**src/rtl/reg_bank_pkg.sv**
```systemverilog
// Shared constants and types for the register-bank read path.
// Imported by the read mux and the read sequencer.
package reg_bank_pkg;

  localparam int DATA_WIDTH = 32;
  localparam int NUM_REGS   = 8;
  localparam int PTR_W      = 3;

  typedef enum logic {
    IDLE = 1'b0,
    SEND = 1'b1
  } rd_state_e;

endpackage

```
**src/rtl/reg_read_mux8.sv**
```systemverilog
// Combinational 8:1 word select over the register bank outputs.
// Usable by any single-word bank read path.
module reg_read_mux8
  import reg_bank_pkg::*;
#(
  parameter int W = DATA_WIDTH
) (
  input  logic [W-1:0]     d_in [NUM_REGS],
  input  logic [PTR_W-1:0] sel,
  output logic [W-1:0]     d_out
);

  // Pick the addressed bank word.
  always_comb begin
    d_out = d_in[sel];
  end

endmodule

```
**src/rtl/reg_bank_reader.sv**
```systemverilog
// Read sequencer: streams a run of bank words, one per beat.
// Each beat is captured at load time so it holds under stall.
module reg_bank_reader
  import reg_bank_pkg::*;
#(
  parameter int DATA_WIDTH = reg_bank_pkg::DATA_WIDTH,
  parameter int NUM_REGS   = reg_bank_pkg::NUM_REGS
) (
  input  logic                  clk,
  input  logic                  reset,
  input  logic [DATA_WIDTH-1:0] d_in0,
  input  logic [DATA_WIDTH-1:0] d_in1,
  input  logic [DATA_WIDTH-1:0] d_in2,
  input  logic [DATA_WIDTH-1:0] d_in3,
  input  logic [DATA_WIDTH-1:0] d_in4,
  input  logic [DATA_WIDTH-1:0] d_in5,
  input  logic [DATA_WIDTH-1:0] d_in6,
  input  logic [DATA_WIDTH-1:0] d_in7,
  input  logic                  rd_req,
  input  logic [PTR_W-1:0]      rd_addr,
  input  logic [PTR_W-1:0]      rd_len,
  output logic [DATA_WIDTH-1:0] rd_data,
  output logic                  rd_valid,
  input  logic                  rd_ready,
  output logic                  rd_last,
  output logic                  busy
);

  rd_state_e             state_q, state_d;
  logic [PTR_W-1:0]      ptr_q, ptr_d;
  logic [PTR_W-1:0]      rem_q, rem_d;
  logic [DATA_WIDTH-1:0] data_q, data_d;
  logic                  valid_q, valid_d;
  logic                  last_q, last_d;
  logic [PTR_W-1:0]      sel;
  logic [DATA_WIDTH-1:0] mux_out;
  logic [DATA_WIDTH-1:0] bank [NUM_REGS];

  // Gather the bank outputs into one array for the mux.
  always_comb begin
    bank[0] = d_in0;
    bank[1] = d_in1;
    bank[2] = d_in2;
    bank[3] = d_in3;
    bank[4] = d_in4;
    bank[5] = d_in5;
    bank[6] = d_in6;
    bank[7] = d_in7;
  end

  reg_read_mux8 #(
    .W(DATA_WIDTH)
  ) u_mux (
    .d_in (bank),
    .sel  (sel),
    .d_out(mux_out)
  );

  // Next-state: load first beat on request, advance on accept.
  always_comb begin
    state_d = state_q;
    ptr_d   = ptr_q;
    rem_d   = rem_q;
    data_d  = data_q;
    valid_d = valid_q;
    last_d  = last_q;
    sel     = rd_addr;
    unique case (state_q)
      IDLE: begin
        sel = rd_addr;
        if (rd_req) begin
          ptr_d   = rd_addr;
          rem_d   = rd_len;
          data_d  = mux_out;
          last_d  = (rd_len == '0);
          valid_d = 1'b1;
          state_d = SEND;
        end
      end
      SEND: begin
        sel = ptr_q + 3'd1;
        if (rd_ready) begin
          if (rem_q == '0) begin
            valid_d = 1'b0;
            last_d  = 1'b0;
            state_d = IDLE;
          end else begin
            ptr_d  = sel;
            data_d = mux_out;
            rem_d  = rem_q - 3'd1;
            last_d = (rem_q == 3'd1);
          end
        end
      end
      default: state_d = IDLE;
    endcase
  end

  // State and output registers with synchronous reset.
  always_ff @(posedge clk) begin
    if (reset) begin
      state_q <= IDLE;
      ptr_q   <= '0;
      rem_q   <= '0;
      data_q  <= '0;
      valid_q <= 1'b0;
      last_q  <= 1'b0;
    end else begin
      state_q <= state_d;
      ptr_q   <= ptr_d;
      rem_q   <= rem_d;
      data_q  <= data_d;
      valid_q <= valid_d;
      last_q  <= last_d;
    end
  end

  assign rd_data  = data_q;
  assign rd_valid = valid_q;
  assign rd_last  = last_q;
  assign busy     = (state_q == SEND);

endmodule

```
**config.mk**
```make
export PLATFORM = sky130hd
export DESIGN_NAME = reg_bank_reader
export DESIGN_NICKNAME = d
export VERILOG_FILES = /design/src/rtl/reg_bank_pkg.sv /design/src/rtl/reg_read_mux8.sv /design/src/rtl/reg_bank_reader.sv
export SDC_FILE = /design/constraint.sdc
export NUM_CORES = 1
export LEC_CHECK = 0
export BUFFER_PORTS_ARGS = -buffer_cell sky130_fd_sc_hd__buf_2
export CORE_AREA = 2 2 118 120
export CTS_CLUSTER_DIAMETER = 60
export DETAILED_ROUTE_END_ITERATION = 7
export DIE_AREA = 0 0 120 122
export PLACE_DENSITY = 0.67
export SETUP_SLACK_MARGIN = 0.15
export SYNTH_ARGS = -nofsm -noshare
export SYNTH_HDL_FRONTEND = slang
export SYNTH_SLANG_ARGS = --single-unit
```
**constraint.sdc**
```tcl
create_clock -name clk -period 2.28 [get_ports clk]
set_clock_uncertainty 0.1 [all_clocks]
set_input_delay 0.228 -clock clk [delete_from_list [all_inputs] [get_ports clk]]
set_output_delay 0.228 -clock clk [all_outputs]
set_load 0.01 [all_outputs]
```
# ---- Word-level counts from Yosys, hierarchy flattened
# Cells that the tools add are included.
# W data, S select, Z words.
dict set report word_totals {
  elab_cells 49
  in_bits 266
  out_inout_bits 35
  reg_bits 41
}
dict set report classes {
  magnitude_cmp 1
  eq_ne 5
  bitwise 2
  n_addsub 2
  muxes 28
  reduce_logical 5
}
# cell count
set ops {}
lappend ops {{$mux W32} 5}
lappend ops {{$bmux W32 S3} 1}
lappend ops {{$pmux W32 S2} 1}
lappend ops {{$mux W3} 6}
lappend ops {{$pmux W3 S2} 3}
lappend ops {{$mux W1} 9}
lappend ops {{$logic_not A3 Y1} 2}
lappend ops {{$ne A2 B2 Y1 const B} 3}
lappend ops {{$pmux W1 S2} 3}
lappend ops {{$reduce_and A3 Y1} 2}
lappend ops {{$ge A4 B4 Y1 const B} 1}
lappend ops {{$not A3 Y4} 1}
lappend ops {{$add A3 B1 Y3 const B} 1}
lappend ops {{$eq A3 B1 Y1 const B} 1}
lappend ops {{$sub A3 B1 Y3 const B} 1}
lappend ops {{$ne A2 B1 Y1 const B} 1}
lappend ops {{$reduce_and A2 Y1} 1}
lappend ops {{$not A1 Y1} 1}

# ---- Logic depth before layout (Yosys ltp)
dict set report depth {
  word_depth 9
  ltp_mapped 9
  ltp_nobuf 7
}

# ---- Hierarchy
# A second synthesis with hierarchy kept.
dict set report unflattened {
  cells_unflattened 317
  area_unflattened_um2 3804.9
}
# module cells_each area_each_um2 seq_area_each_um2 n_inst
set modules_own_cells {}
lappend modules_own_cells {reg_read_mux8 114 2073.2 0.0 1}
lappend modules_own_cells {reg_bank_reader 203 1731.7 820.8 1}

# ---- Worst setup path after synthesis
# OpenSTA, ideal clock, no wires.
dict set report synth_path {
  path_kind {flip-flop to flip-flop}
  from {reg state_q (netlist: busy)}
  to {reg data_q[10] (netlist: rd_data[10])}
  path_stages_with_launch 7
  setup_time_ns 0.117
  required_time_ns 2.063
  n_path_buf 2
  synth_period_minus_slack_ns 2.065
  arrival_ns 1.848
  path_slack_ns 0.215
  cell_sequence {dfxtp_1 > mux2i_1 > buf_2 > buf_4 > mux4_2 > a22oi_1 > nand2_1}
}
dict set report synth_between {
  elab_chain_cells 9
  elab_cells_between_ends 14
  cone_classes {3 x eq/ne; 8 x mux; 2 x bitwise; 1 x reduce/logical}
}
# item line_no
set synth_rtl {}
lappend synth_rtl {{start: declaration} reg_bank_reader.sv:29} ;# rd_state_e state_q, state_d;
lappend synth_rtl {{start signal: assignment} reg_bank_reader.sv:109} ;# state_q <= state_d;
lappend synth_rtl {{$not A1 Y1} --}
lappend synth_rtl {{$pmux W3 S2} reg_bank_reader.sv:68} ;# unique case (state_q)
lappend synth_rtl {{$not A3 Y4 (implied by the code)} reg_read_mux8.sv:15} ;# d_out = d_in[sel];
lappend synth_rtl {{$bmux W32 S3} reg_read_mux8.sv:15}
lappend synth_rtl {{$mux W32 (implied by the code) (2 in series)} reg_read_mux8.sv:15}
lappend synth_rtl {{$mux W32} reg_bank_reader.sv:83} ;# if (rem_q == '0) begin
lappend synth_rtl {{$mux W32} reg_bank_reader.sv:82} ;# if (rd_ready) begin
lappend synth_rtl {{$pmux W32 S2} reg_bank_reader.sv:68}
lappend synth_rtl {{end signal: assignment} reg_bank_reader.sv:112} ;# data_q <= data_d;
lappend synth_rtl {{end: declaration} reg_bank_reader.sv:32} ;# logic [DATA_WIDTH-1:0] data_q, data_d;
# Parallel ways exist; a longest one is shown, timed or not. The select of a mux whose other input is x is not followed.
# A chain may end at the register's enable or synchronous reset.

# ---- Worst setup path in the final report
dict set report layout_path {
  from {reg ptr_q[0]}
  to {reg data_q[30] (netlist: rd_data[30])}
}
dict set report layout_between {
  elab_chain_cells 9
  elab_cells_between_ends 10
  cone_classes {1 x add/sub; 8 x mux; 1 x bitwise}
}
# item line_no
set layout_rtl {}
lappend layout_rtl {{start: declaration} reg_bank_reader.sv:30} ;# logic [PTR_W-1:0] ptr_q, ptr_d;
lappend layout_rtl {{start signal: assignment} reg_bank_reader.sv:110} ;# ptr_q <= ptr_d;
lappend layout_rtl {{$add A3 B1 Y3 (*)} reg_bank_reader.sv:81} ;# sel = ptr_q + 3'd1;
lappend layout_rtl {{$pmux W3 S2 (*)} reg_bank_reader.sv:68}
lappend layout_rtl {{$not A3 Y4 (implied by the code) (*)} reg_read_mux8.sv:15}
lappend layout_rtl {{$bmux W32 S3 (*)} reg_read_mux8.sv:15}
lappend layout_rtl {{$mux W32 (implied by the code) (*) (2 in series)} reg_read_mux8.sv:15}
lappend layout_rtl {{$mux W32} reg_bank_reader.sv:83}
lappend layout_rtl {{$mux W32} reg_bank_reader.sv:82}
lappend layout_rtl {{$pmux W32 S2 (*)} reg_bank_reader.sv:68}
# Every way passes the cells marked *; elsewhere a longest branch is shown, timed or not. The select of a mux whose other input is x is not followed.

==> summary.md <==
| Metric | Value |
|---|---|
| Outcome | `finished, final reports clean` |
| Max Slew Vio Count | `0` |
| EDFF count, synth | `0` |
| Setup TNS | `0 ps` |
| Critical path fanouts, max | `11` |
| Peak supply drop | `265 uV` |
| Worst hold start | `rd_req` |
| Met1 WL | `5570 um` |
| Post-Syn Instances | `292` |
| GR Overflow Total | `0` |
| Number of clock sinks | `41` |
| Area delta synth->final | `62.1%` |
| Synth top area cells | `mux4_2 43%, dfxtp_1 25%, a22oi_1 7.6%` |
| Post-synthesis simple-gate area fraction | `11.5%` |
| Worst Path Arrival | `approximately 2100 ps` |
| CTS max path bufs | `2` |
| FP Rows | `43` |
| Max cap viols | `0` |
| Largest area contributor in the netlist | `mux4_2` |
| Slew at the pin closest to its max-slew limit | `between 300 and 400 ps` |
| Vias in the first global route | `3,655` |
| Synthesized flop and latch total | `slightly above 40` |
| Synth cell count leaders | `66 x nand2_1, 63 x mux4_2, 41 x dfxtp_1, 33 x a22oi_1, 11 x clkbuf_1` |
| Synth Area in Compound Gates | `about an eighth` |
| Synth Cell Area | `0.00328 mm^2` |
| Port Buf Inserts | `300` |
| Ant. Diodes | `0` |
| Crit path kind | `flip-flop to flip-flop` |
| Worst r2r src | `ptr_q[0]` |
| Synthesis Warnings | `0` |
| Max layer used | `met4` |
| HPWL Detailed | `between 10,000 and 15,000 um` |
| Largest family of logic cells by synthesized area | `multiplexers` |
| Pleak | `2.60 nW` |
| Gr usage total | `18.0%` |
| Die height | `122 um` |
| Vias per cell | `about 5` |
| Power Density | `527 mW/mm^2` |
| DR pass1 iterations | `4` |
| IO Pins | `301` |
| CTS tree | `built` |
| DRC Markers | `0` |
| Post-Synth XOR/XNOR Area | `less than 1%` |
| WL/cell | `18.2 um` |
| Startpoint Class | `flip-flop` |
| Fin. Hold Viols | `0` |
| Fin util | `39.3%` |
| Avg Inst Size Synth | `11.2 um^2` |
| Post-Syn Nets | `562` |
| Max_slew headroom | `74.1%` |
| RSZ-0062 raised after global routing | `true` |
| Top-area cell type share of the netlist area | `43.3%` |
| Crit path launch | `ptr_q[0]` |
| Sequential area share after synthesis | `25.1%` |
| Async set or reset register ratio after synthesis | `0%` |
| Root Driver | `clkbuf_16` |
| Largest net degree at the start of global routing | `34` |
| Total Power | `2.80 mW` |
| Post-synth top flop | `dfxtp_1` |
| H-tree depth | `2` |
| Final Hold Slack | `123 ps` |
| Final clock period utilization by the worst path | `88.3%` |
| Final setup vio count | `0` |
| First-pass GRT wire length | `roughly 20,000 um` |
| Total wire length | `14,100 um` |
| Synth Area in Adders | `1.53%` |
| Layout net count | `864` |
| Setup crit end kind | `flip-flop` |
| Core ar. | `roughly 0.014 mm^2` |
| Initial drt markers | `193` |
| GPL Wtd Cong | `0.822` |
| Die width | `around 120 um` |
| CP required | `2360 ps` |
| Vias post-DR | `3,777` |
| Post-DRT Antenna Nets | `0` |
| Layout cells sized above 1 | `67.2%` |
| Wire length on met3 | `around 1100 um` |
| Reg clk slew, reported paths | `approximately 60 ps` |
| Synth cell types | `31` |
| Initial Util | `about a quarter` |
| Clock latency on the worst-skew pair | `290 ps` |
| Hold Crit Class | `input pin to flip-flop` |
| Post-route minimum period | `2010 ps` |
| Fill count | `1,376` |
| Initial antenna violation count | `0` |
| Highest clock rate | `just under 0.5 GHz` |
| Most common cell in the synthesized netlist | `nand2_1` |
| Mux contribution to synthesized area | `between 40% and 50%` |
| Wire length on met2 | `7280 um` |
| CTS Buf Count | `5` |
| Die footprint | `0.0146 mm^2` |
==> layout make-up <==
| cell class | count | area, um^2 | area share, % |
|---|---|---|---|
| Multi-Input combinational cell | 219 | 2330 | 43.9 |
| Inverter | 6 | 22.5 | 0.424 |
| Tap cell | 180 | 225 | 4.24 |
| Clock buffer | 7 | 143 | 2.69 |
| Timing Repair Buffer | 321 | 1770 | 33.2 |
| Sequential cell | 41 | 822 | 15.5 |
==> worst max-delay path: stages (launching register included) <==
cell	delay, ps
dfxtp_1	360
inv_1	110
mux2i_4	200
buf_4	190
buf_12	160
mux4_2	500
a22oi_1	200
nand2_1	80
==> worst paths after layout <==
check                 to  slack, ps  cells past startpoint
max          rd_data[30]        270                      7
min                 busy        120                      3
max reg2reg  rd_data[30]        270                      7
min reg2reg  rd_data[27]        330                      2
==> routing by layer <==
metal | vias to the layer above | GRT usage, %
met1 | 1807 | 22.7
met2 | 197 | 31.0
met3 | 15 | 3.89
met5 | - | 0
met4 | 0 | 5.44
li1 | 1758 | -
==> sequential cells by signal, summed over array words and instances (netlist names) <==
signal	cells
rem_q	3
ptr_q	3
rd_data	32
rd_last	1
busy	1
rd_valid	1
==> repair_timing <==
| action | in CTS | in global routing |
|---|---|---|
| gates resized for setup | 0 | 3 |
| hold endpoints to repair | 0 | 0 |
| hold buffers | 0 | 0 |
| setup endpoints to repair | 0 | 31 |
| buffers inserted | 0 | 3 |
==> kinds of logic after synthesis <==
logic type	after synthesis
AND/OR/NAND/NOR	91
multiplexers	66
AO/OA/AOI/OAI	57
flip-flops	41
buffers and inverters	32
adder cells (fa/ha/maj)	4
XOR/XNOR	1
==> placed cells by master, fill, tap and decap left out, types with 2 or more instances in the layout <==
master | synthesis | final
buf_2 | 8 | 300
nand2_1 | 66 | 66
mux4_2 | 63 | 63
dfxtp_1 | 41 | 40
a22oi_1 | 33 | 32
buf_4 | 3 | 13
nor2_1 | 10 | 9
clkbuf_16 | 0 | 8
inv_1 | 6 | 6
a21oi_1 | 6 | 6
nand2b_1 | 5 | 5
a211oi_1 | 5 | 5
nor2b_1 | 4 | 4
o21ai_0 | 4 | 4
ha_1 | 4 | 4
buf_12 | 0 | 4
a32oi_1 | 2 | 2
nor3_1 | 3 | 2
==> per-stage QoR <==
step / setup WS (ps) / cells / area (um^2)
3_5_place_dp: 194 / 761 / 5060
4_1_cts: 173 / 768 / 5200
3_3_place_gp: 237 / 761 / 5060
6_report: 267 / 774 / 5310
2_1_floorplan: 215 / 292 / 3280
5_1_grt: 126 / 774 / 5310
==> where the power goes <==
part / switching, mW / total, mW / internal (mW)
clock: 0.300 / 0.731 / 0.431
combinational: 0.522 / 1.21 / 0.687
sequential: 0.0500 / 0.861 / 0.810
total: 0.872 / 2.80 / 1.93
Power figures use the tool's default switching activity.
